### config.mk
export PLATFORM = sky130hd
export DESIGN_NAME = interp_seq_ctrl
export DESIGN_NICKNAME = d
export VERILOG_FILES = /design/src/rtl/interp_pkg.sv /design/src/rtl/interp_beat_counter.sv /design/src/rtl/interp_seq_ctrl.sv
export SDC_FILE = /design/constraint.sdc
export NUM_CORES = 1
export LEC_CHECK = 0
export CAP_MARGIN = 5
export CORE_MARGIN = 4
export CORE_UTILIZATION = 54
export DETAILED_ROUTE_END_ITERATION = 10
export GPL_TIMING_DRIVEN = 0
export PLACE_DENSITY = 0.85
export SYNTH_ARGS = -nofsm -noshare
export SYNTH_HDL_FRONTEND = slang
export SYNTH_SLANG_ARGS = --single-unit
export TNS_END_PERCENT = 50
### constraint.sdc
create_clock -name clock -period 2.5 [get_ports clock]
set_input_delay 0.625 -clock clock [delete_from_list [all_inputs] [get_ports clock]]
set_output_delay 0.625 -clock clock [all_outputs]
set_load 0.005 [all_outputs]
### src/rtl/interp_pkg.sv
// -----------------------------------------------------------------------------
// interp_pkg -- shared definitions for the interpolation sequencing controller.
//
// Contents:
//   - block geometry defaults (input rows per block, output words per block)
//   - datapath word widths seen by the row shift register and output filler
//   - width of the word/row index carried on out_sel
//   - controller state encoding (state_t)
//   - in_block(): true while a block is actively moving data
//
// No ports; imported by interp_beat_counter and interp_seq_ctrl.
// -----------------------------------------------------------------------------
package interp_pkg;

    // One block = IN_ROWS_DEF rows of ROW_W bits in, OUT_WORDS_DEF words of
    // WORD_W bits out (8x8 pixels x 5 planes = 40 words).
    localparam int IN_ROWS_DEF   = 15;
    localparam int OUT_WORDS_DEF = 40;
    localparam int ROW_W         = 120;
    localparam int WORD_W        = 64;

    // Width of the index on out_sel; also used for both beat counters.
    localparam int SEL_W         = 8;

    typedef enum logic [1:0] {
        ST_IDLE   = 2'd0,
        ST_FILL   = 2'd1,
        ST_FILTER = 2'd2,
        ST_DONE   = 2'd3
    } state_t;

    // States in which a block is in flight and may be abandoned.
    function automatic logic in_block(input state_t s);
        return (s == ST_FILL) || (s == ST_FILTER);
    endfunction

endpackage : interp_pkg

### src/rtl/interp_beat_counter.sv
// -----------------------------------------------------------------------------
// interp_beat_counter -- saturating up-counter with a terminal-count flag.
//
// Counts accepted beats (input rows or output words). The count stops at
// TERMINAL and never wraps; terminal is high while count == TERMINAL, so the
// owner can act on the same edge that accepts the final beat.
//
// Parameters:
//   WIDTH     counter width in bits
//   TERMINAL  last value the counter will reach (must fit in WIDTH bits)
//
// Ports:
//   clock     in   rising-edge clock
//   reset_L   in   asynchronous active-low reset, count -> 0
//   clear     in   synchronous clear, has priority over enable
//   enable    in   count one beat this cycle
//   count     out  current beat index
//   terminal  out  count has reached TERMINAL
// -----------------------------------------------------------------------------
module interp_beat_counter #(
    parameter int WIDTH    = 8,
    parameter int TERMINAL = 14
) (
    input  logic             clock,
    input  logic             reset_L,
    input  logic             clear,
    input  logic             enable,
    output logic [WIDTH-1:0] count,
    output logic             terminal
);

    assign terminal = (count == WIDTH'(TERMINAL));

    // NOTE: sequential state is written with non-blocking assignments so every
    // flop samples pre-edge values regardless of block evaluation order.
    always_ff @(posedge clock or negedge reset_L) begin
        if (!reset_L) begin
            count <= '0;
        end else if (clear) begin
            count <= '0;
        end else if (enable && !terminal) begin
            count <= count + 1'b1;
        end
    end

endmodule : interp_beat_counter

### src/rtl/interp_seq_ctrl.sv
// -----------------------------------------------------------------------------
// interp_seq_ctrl -- block sequencer for the interpolation filter.
//
// Sequence per block: IDLE --start--> FILL (accept IN_ROWS input rows)
// --> FILTER (emit OUT_WORDS output words) --> DONE (one cycle) --> IDLE.
// With in_valid and out_ready held high a block takes 1+IN_ROWS+OUT_WORDS
// cycles from the start sample to the done pulse.
//
// Build option:
//   INTERP_SEQ_CTRL_ABORT_EN  adds input 'abort'; abort=1 in FILL/FILTER
//                             drops the block and returns to IDLE (no done).
//
// Parameters:
//   IN_ROWS    rows per block (default 15)
//   OUT_WORDS  output words per block (default 40)
//
// Ports:
//   clock       in   rising-edge clock
//   reset_L     in   asynchronous active-low reset
//   abort       in   (option only) abandon the current block
//   start       in   start-of-block request, sampled only in IDLE
//   in_valid    in   upstream row available this cycle
//   in_ready    out  high in FILL
//   in_load_L   out  active-low row load strobe (= ~in_valid in FILL)
//   out_ready   in   downstream can take a word this cycle
//   out_load_L  out  active-low word load strobe (= ~out_ready in FILTER)
//   out_sel     out  index of the word being loaded; holds outside FILTER
//   busy        out  high in any state other than IDLE
//   done        out  one-cycle pulse in the DONE state
// -----------------------------------------------------------------------------
module interp_seq_ctrl
    import interp_pkg::*;
#(
    parameter int IN_ROWS   = IN_ROWS_DEF,
    parameter int OUT_WORDS = OUT_WORDS_DEF
) (
    input  logic             clock,
    input  logic             reset_L,
`ifdef INTERP_SEQ_CTRL_ABORT_EN
    input  logic             abort,
`endif
    input  logic             start,
    input  logic             in_valid,
    output logic             in_ready,
    output logic             in_load_L,
    input  logic             out_ready,
    output logic             out_load_L,
    output logic [SEL_W-1:0] out_sel,
    output logic             busy,
    output logic             done
);

    state_t             state;
    logic               abort_hit;
    logic               counters_clear;
    logic               row_accept;
    logic               word_accept;
    logic [SEL_W-1:0]   row_count;
    logic               row_last;
    logic [SEL_W-1:0]   word_count;
    logic               word_last;
    logic [SEL_W-1:0]   sel_hold;

    // ---------------------------------------------------------------------
    // Optional abort: only meaningful while a block is in flight.
    // ---------------------------------------------------------------------
`ifdef INTERP_SEQ_CTRL_ABORT_EN
    assign abort_hit = abort && in_block(state);
`else
    assign abort_hit = 1'b0;
`endif

    // ---------------------------------------------------------------------
    // Handshake strobes. These follow the upstream/downstream valid/ready
    // inputs combinationally so a row or word moves in the same cycle it is
    // offered; the state gating keeps them inactive outside their phase.
    // ---------------------------------------------------------------------
    assign in_ready    = (state == ST_FILL);
    assign row_accept  = in_ready && in_valid;
    assign in_load_L   = ~row_accept;

    assign word_accept = (state == ST_FILTER) && out_ready;
    assign out_load_L  = ~word_accept;

    // During FILTER the live word counter is shown; elsewhere the last index
    // reached is held, so the counter itself is free to clear for the next
    // block without disturbing out_sel.
    assign out_sel     = (state == ST_FILTER) ? word_count : sel_hold;

    // ---------------------------------------------------------------------
    // Beat counters. Held clear throughout IDLE, so both start at zero on
    // entry to FILL; an abort clears them on the same edge it leaves.
    // ---------------------------------------------------------------------
    assign counters_clear = (state == ST_IDLE) || abort_hit;

    interp_beat_counter #(
        .WIDTH    (SEL_W),
        .TERMINAL (IN_ROWS - 1)
    ) u_row_counter (
        .clock    (clock),
        .reset_L  (reset_L),
        .clear    (counters_clear),
        .enable   (row_accept),
        .count    (row_count),
        .terminal (row_last)
    );

    interp_beat_counter #(
        .WIDTH    (SEL_W),
        .TERMINAL (OUT_WORDS - 1)
    ) u_word_counter (
        .clock    (clock),
        .reset_L  (reset_L),
        .clear    (counters_clear),
        .enable   (word_accept),
        .count    (word_count),
        .terminal (word_last)
    );

    // The row index is only needed through its terminal flag; it is kept as
    // a named net for probing during bring-up.
    logic unused_row_count;
    assign unused_row_count = ^row_count;

    // ---------------------------------------------------------------------
    // Sequencer. busy and done are registered alongside the state so they
    // are glitch-free flop outputs.
    // ---------------------------------------------------------------------
    always_ff @(posedge clock or negedge reset_L) begin
        if (!reset_L) begin
            state    <= ST_IDLE;
            busy     <= 1'b0;
            done     <= 1'b0;
            sel_hold <= '0;
        end else begin
            done <= 1'b0;

            if (state == ST_FILTER) begin
                sel_hold <= word_count;
            end

            case (state)
                ST_IDLE: begin
                    if (start) begin
                        state <= ST_FILL;
                        busy  <= 1'b1;
                    end
                end

                ST_FILL: begin
                    if (abort_hit) begin
                        state <= ST_IDLE;
                        busy  <= 1'b0;
                    end else if (row_accept && row_last) begin
                        state <= ST_FILTER;
                    end
                end

                ST_FILTER: begin
                    if (abort_hit) begin
                        state <= ST_IDLE;
                        busy  <= 1'b0;
                    end else if (word_accept && word_last) begin
                        state <= ST_DONE;
                        done  <= 1'b1;
                    end
                end

                ST_DONE: begin
                    state <= ST_IDLE;
                    busy  <= 1'b0;
                end

                default: begin
                    state <= ST_IDLE;
                    busy  <= 1'b0;
                end
            endcase
        end
    end

endmodule : interp_seq_ctrl

; Word-level counts from Yosys, hierarchy flattened
; Cells that the tools add are included.
; W data, S select, Z words.
[word_totals]
mem_bits_ro = 0
input_bits = 5
latch_bits = 0
register_bits = 28
ramBits = 0
n_memories = 0
elab_cells = 46
out_inout_bits = 13
[op_classes]
bitwise_logic = 3
n_lt_le_gt_ge = 0
n_eq_ne = 8
reduce_logical = 14
mux = 13
shift = 0
multipliers = 0
div_mod_pow = 0
n_addsub = 2
[op_table]
columns = operator, n
row1 = $mux W8, 5
row2 = $add A8 B1 Y8 const B, 2
row3 = $eq A8 B4 Y1 const B, 1
row4 = $eq A8 B6 Y1 const B, 1
row5 = $pmux W2 S4, 1
row6 = $logic_and A1 B1 Y1, 6
row7 = $mux W2, 3
row8 = $eq A2 B2 Y1 const B, 2
row9 = $ne A2 B1 Y1 const B, 2
row10 = $reduce_bool A2 Y1, 2
row11 = $mux W1, 3
row12 = $not A1 Y1, 3
row13 = $reduce_and A3 Y1, 1
row14 = $eq A2 B1 Y1 const B, 1
row15 = $logic_not A1 Y1, 2
row16 = $logic_not A2 Y1, 1
row17 = $ne A2 B2 Y1 const B, 1
row18 = $pmux W1 S2, 1
row19 = $reduce_and A2 Y1, 1
row20 = $reduce_or A2 Y1, 1

; Logic depth before layout (Yosys ltp)
[logic_depth]
ltp_word = 5
ltp_mapped = 7
mapped_depth_nobuf = 6

; Modules after synthesis
; From an unflattened synthesis, not the netlist that was laid out.
[unflattened]
cells_unflattened = 138
area_unflattened_um2 = 1493.9
[modules_own_cells]
columns = module, area_per_inst_um2, n_inst, seq_area_each_um2, cells_per_inst
row1 = interp_seq_ctrl, 565.5, 1, 300.3, 43
row2 = interp_beat_counter at u_row_counter, 484.2, 1, 200.2, 51
row3 = interp_beat_counter at u_word_counter, 444.2, 1, 200.2, 44

; Worst setup path after synthesis
; OpenSTA, ideal clock, no wires.
[synth_timing]
kind = reg2out
from = reg state[0]
to = out out_sel[0]
n_path_buf = 1
t_arrival_ps = 1389
setup_slack_ps = 486
required_time_ps = 1875
stages_incl_launch_ff = 5
path_cell_list = dfrtp_1 > inv_1 > ha_1 > clkbuf_1 > mux2_2
[synth_between]
elab_chain_cells = 2
[synth_lines]
columns = element, line_no
row1 = "start, declared", interp_seq_ctrl.sv:53  ; state_t state;
row2 = "start signal, assigned", interp_seq_ctrl.sv:131  ; state <= ST_IDLE;
row3 = "start signal, assigned", interp_seq_ctrl.sv:145  ; state <= ST_FILL;
row4 = "start signal, assigned", interp_seq_ctrl.sv:152  ; state <= ST_IDLE;
row5 = $eq A2 B2 Y1, interp_seq_ctrl.sv:88  ; assign out_sel = (state == ST_FILTER) ? word_count : sel_hold;
row6 = $mux W8, --
row7 = "end, declared", interp_seq_ctrl.sv:48  ; output logic [SEL_W-1:0] out_sel,
; Every way passes these cells.

; Worst setup path after layout
[layout_timing]
from = reg state[0]
to = out in_load_L
[layout_between]
elab_chain_cells = 3
[layout_lines]
columns = element, line_no
row1 = $eq A2 B1 Y1, interp_seq_ctrl.sv:78  ; assign in_ready = (state == ST_FILL);
row2 = $logic_and A1 B1 Y1, interp_seq_ctrl.sv:79  ; assign row_accept = in_ready && in_valid;
row3 = $not A1 Y1, interp_seq_ctrl.sv:80  ; assign in_load_L = ~row_accept;
row4 = "end, declared", interp_seq_ctrl.sv:45  ; output logic in_load_L,
; Every way passes these cells.

==> impl_metrics.yaml <==
clock_tree:
  htree_levels: 1
  cts_made_buffers: 3
  cts-root-buf: "clkbuf_4"
  path_clk_slew_ns: 0.14
  cts_tree: "yes"
  clk_latency_ns: 0.32
  cts_max_path_buffers: 2
  cts_hold_buffers: 0
  clock-sinks: 28
synthesis:
  syn-cell-area_sq_mm: 0.001419
  synthCells: 126
  ys_ff_latch: 28
  synth_fp_nets: 139
  synth_top_cells_by_count: "28 x dfrtp_1, 19 x nor2_1, 8 x ha_1, 8 x mux2_2"
  synth_area_per_cell_sq_um: 11.26
  yosysTopAreaCell: "dfrtp_1"
  ys_async_sr_fraction: 1.000
  synth.most_common_cell: "dfrtp_1"
  yosysSeqAreaShare: 0.4938
  synth_edf_count: 0
  synth_area_leaders: "dfrtp_1 49%, ha_1 7.1%, mux2_2 6.3%"
  ys.flop_type: "dfrtp_1"
  ys_types: 37
  ys_warn_count: 0
  synth_top_area_frac: 0.4938
final_layout:
  nFillCells: 186
  diodes: 0
  nNetsFinal: 167
  area_growth_pct: 21.87
  layout-drive-gt1-share: 0.1842
setup_path:
  slowest_delay_ns: 0.51
  startpoint: "state[0]"
  crit_type: "reg -> out"
  end_kind: "output pin"
  cpMaxStageDelayCell: "clkdlybuf4s50_1"
  critPathBufInv: 2
  cp-start-kind: "register"
  crit_chain: "buf_4 -> ha_1 -> nand2_2 -> clkdlybuf4s50_1"
  r2r-start: "state[0]"
  critPathMaxFanout: 5
  path_delay_family: "buffers and inverters"
  cp.required_ns: 1.88
  cp.arrival_ns: 1.82
timing:
  setup_violations: 0
  tightestPinTransition_ns: 0.5139
  slew_viol_final: 0
  max_freq_ghz: 0.4082
  min_period_ns: 2.450
  relSlewSlack: 0.6563
  whs_ns: 0.5098
  hold_viol: 0
  post-route-period-util: 0.9798
  setup_slack_ns: 0.05045
  fin_worst_skew_ns: 0.004643
die:
  die_w_um: 59.26
  dieHeight_um: 59.26
  io_pins: 18
  dieArea_sq_mm: 0.003512
  initial_utilization: 0.5676
  rows: 18
  fp.coreArea_sq_mm: 0.002500
drt:
  dr.pass1.iters: 4
  routed_wl_mm: 2.956
  ant_nets: 0
  drt_iter0_markers: 57
  routed_via_density: 5.808
  drc: 0
  vias: 1057
  post_drt_wl_per_cell_um: 16.24
worst_hold_path:
  hp-start: "sel_hold[5]"
  hold_class: "reg -> reg"
power:
  power_density_mw_per_mm2: 808.2
  vdd_drop_max_mv: 0.6617
  p_leak_nw: 0.7848
placed_design:
  finalWeightedCongestion: 0.8573
  io_buffers: 17
  dp_hpwl_mm: 1.956
  place_ws_ns: -0.1883
grt:
  grt.total_usage: 0.1868
  grt_max_degree: 29
  grt_antenna_before_repair: 0
  grt_pass1_vias: 1119
  grt_overflow_total: 0
  grt_pass1_wl_mm: 4.995
flow_run:
  max_cap_viol_count: 0
run_status:
  status: "complete, no violations"
-- metrics by stage --
step	total power, mW	utilization	setup TNS, ns	cells	instance area [sq um]
after floorplan	0.9248	-	0	126	1419
after global placement	1.080	0.6507	-1.040	173	1627
after detailed placement	1.113	0.6507	-1.440	173	1627
after CTS	1.370	0.6767	0	180	1692
after global routing	1.489	0.6917	-0.007260	182	1729
final	1.397	0.6917	0	182	1729
-- worst paths after layout --
path                                           to  slack [ns]  cells past startpoint
max reg2reg                              state[1]        0.50                      7
max                                     in_load_L        0.05                      4
max in group asynchronous             sel_hold[7]        1.41                      2
min in group asynchronous  u_row_counter.count[2]        0.62                      1
min                                   sel_hold[5]        0.51                      1
min reg2reg                           sel_hold[5]        0.51                      1
-- worst reg2reg max path, cell delays in order, from the launching register on --
cell and delay [ns]:
dfrtp_1 0.42, inv_2 0.09, buf_4 0.12, ha_1 0.14
clkbuf_1 0.39, nor2b_1 0.33, a221oi_2 0.08, mux2_1 0.33
-- cell families (layout without fill, tap and decap cells) --
group                    after synthesis  after routing  synth area share
AND/OR/NAND/NOR                       43             43            0.1658
flip-flops                            28             28            0.4938
AO/OA/AOI/OAI                         17             17            0.1032
XOR/XNOR                              10             10           0.06173
multiplexers                          10             10           0.07849
buffers and inverters                 10             36           0.02645
adder cells (fa/ha/maj)                8              8           0.07055
-- flip-flops by register name, indices dropped and copies added, names as in the netlist --
| name | cells |
|---|---|
| u_row_counter.count | 8 |
| sel_hold | 8 |
| state | 2 |
| busy | 1 |
| u_word_counter.count | 8 |
| done | 1 |
-- cell usage in the layout, fill, tap and decap left out, drive strengths merged, types with 2 or more instances in the layout --
master         instances
dlygate4sd2            8
clkdlybuf4s50          9
nand2                  6
a31oi                  2
xor2                   4
clkbuf                 7
ha                     8
nor2                  19
mux2                   9
nand4                  6
buf                    6
inv                    6
xnor2                  6
a21oi                  5
and4bb                 2
dfrtp                 28
nand3                  2
-- repair_timing --
item                       CTS  global route
gates cloned                 1             0
resized for setup           14             1
setup buffers                3             1
setup endpoints to repair    8             1
-- per-layer routing --
layer / GRT usage / up-vias / wire length (um)
met5: 0 / - / 0
met4: 0.08091 / 0 / 66
met3: 0.02397 / 6 / 80
met2: 0.3214 / 20 / 1531
met1: 0.2331 / 533 / 1277
li1: - / 498 / -
-- where the power goes --
part / internal, mW / switching [mW] / total (mW)
registers: 0.517 / 0.0624 / 0.579
clock network: 0.0566 / 0.128 / 0.184
logic: 0.315 / 0.319 / 0.634
-- layout make-up --
| class | count | area [sq um] | share of cell area |
|---|---|---|---|
| Clock buffer | 3 | 22.52 | 0.01302 |
| Timing Repair Buffer | 23 | 225.2 | 0.1302 |
| Sequential cell | 28 | 700.7 | 0.4052 |
| Inverter | 6 | 22.52 | 0.01302 |
| Buffer | 4 | 25.02 | 0.01447 |
| Multi-Input combinational cell | 88 | 695.7 | 0.4023 |
| Tap cell | 30 | 37.54 | 0.02171 |
Note: power is estimated with default switching activity, not from simulation.
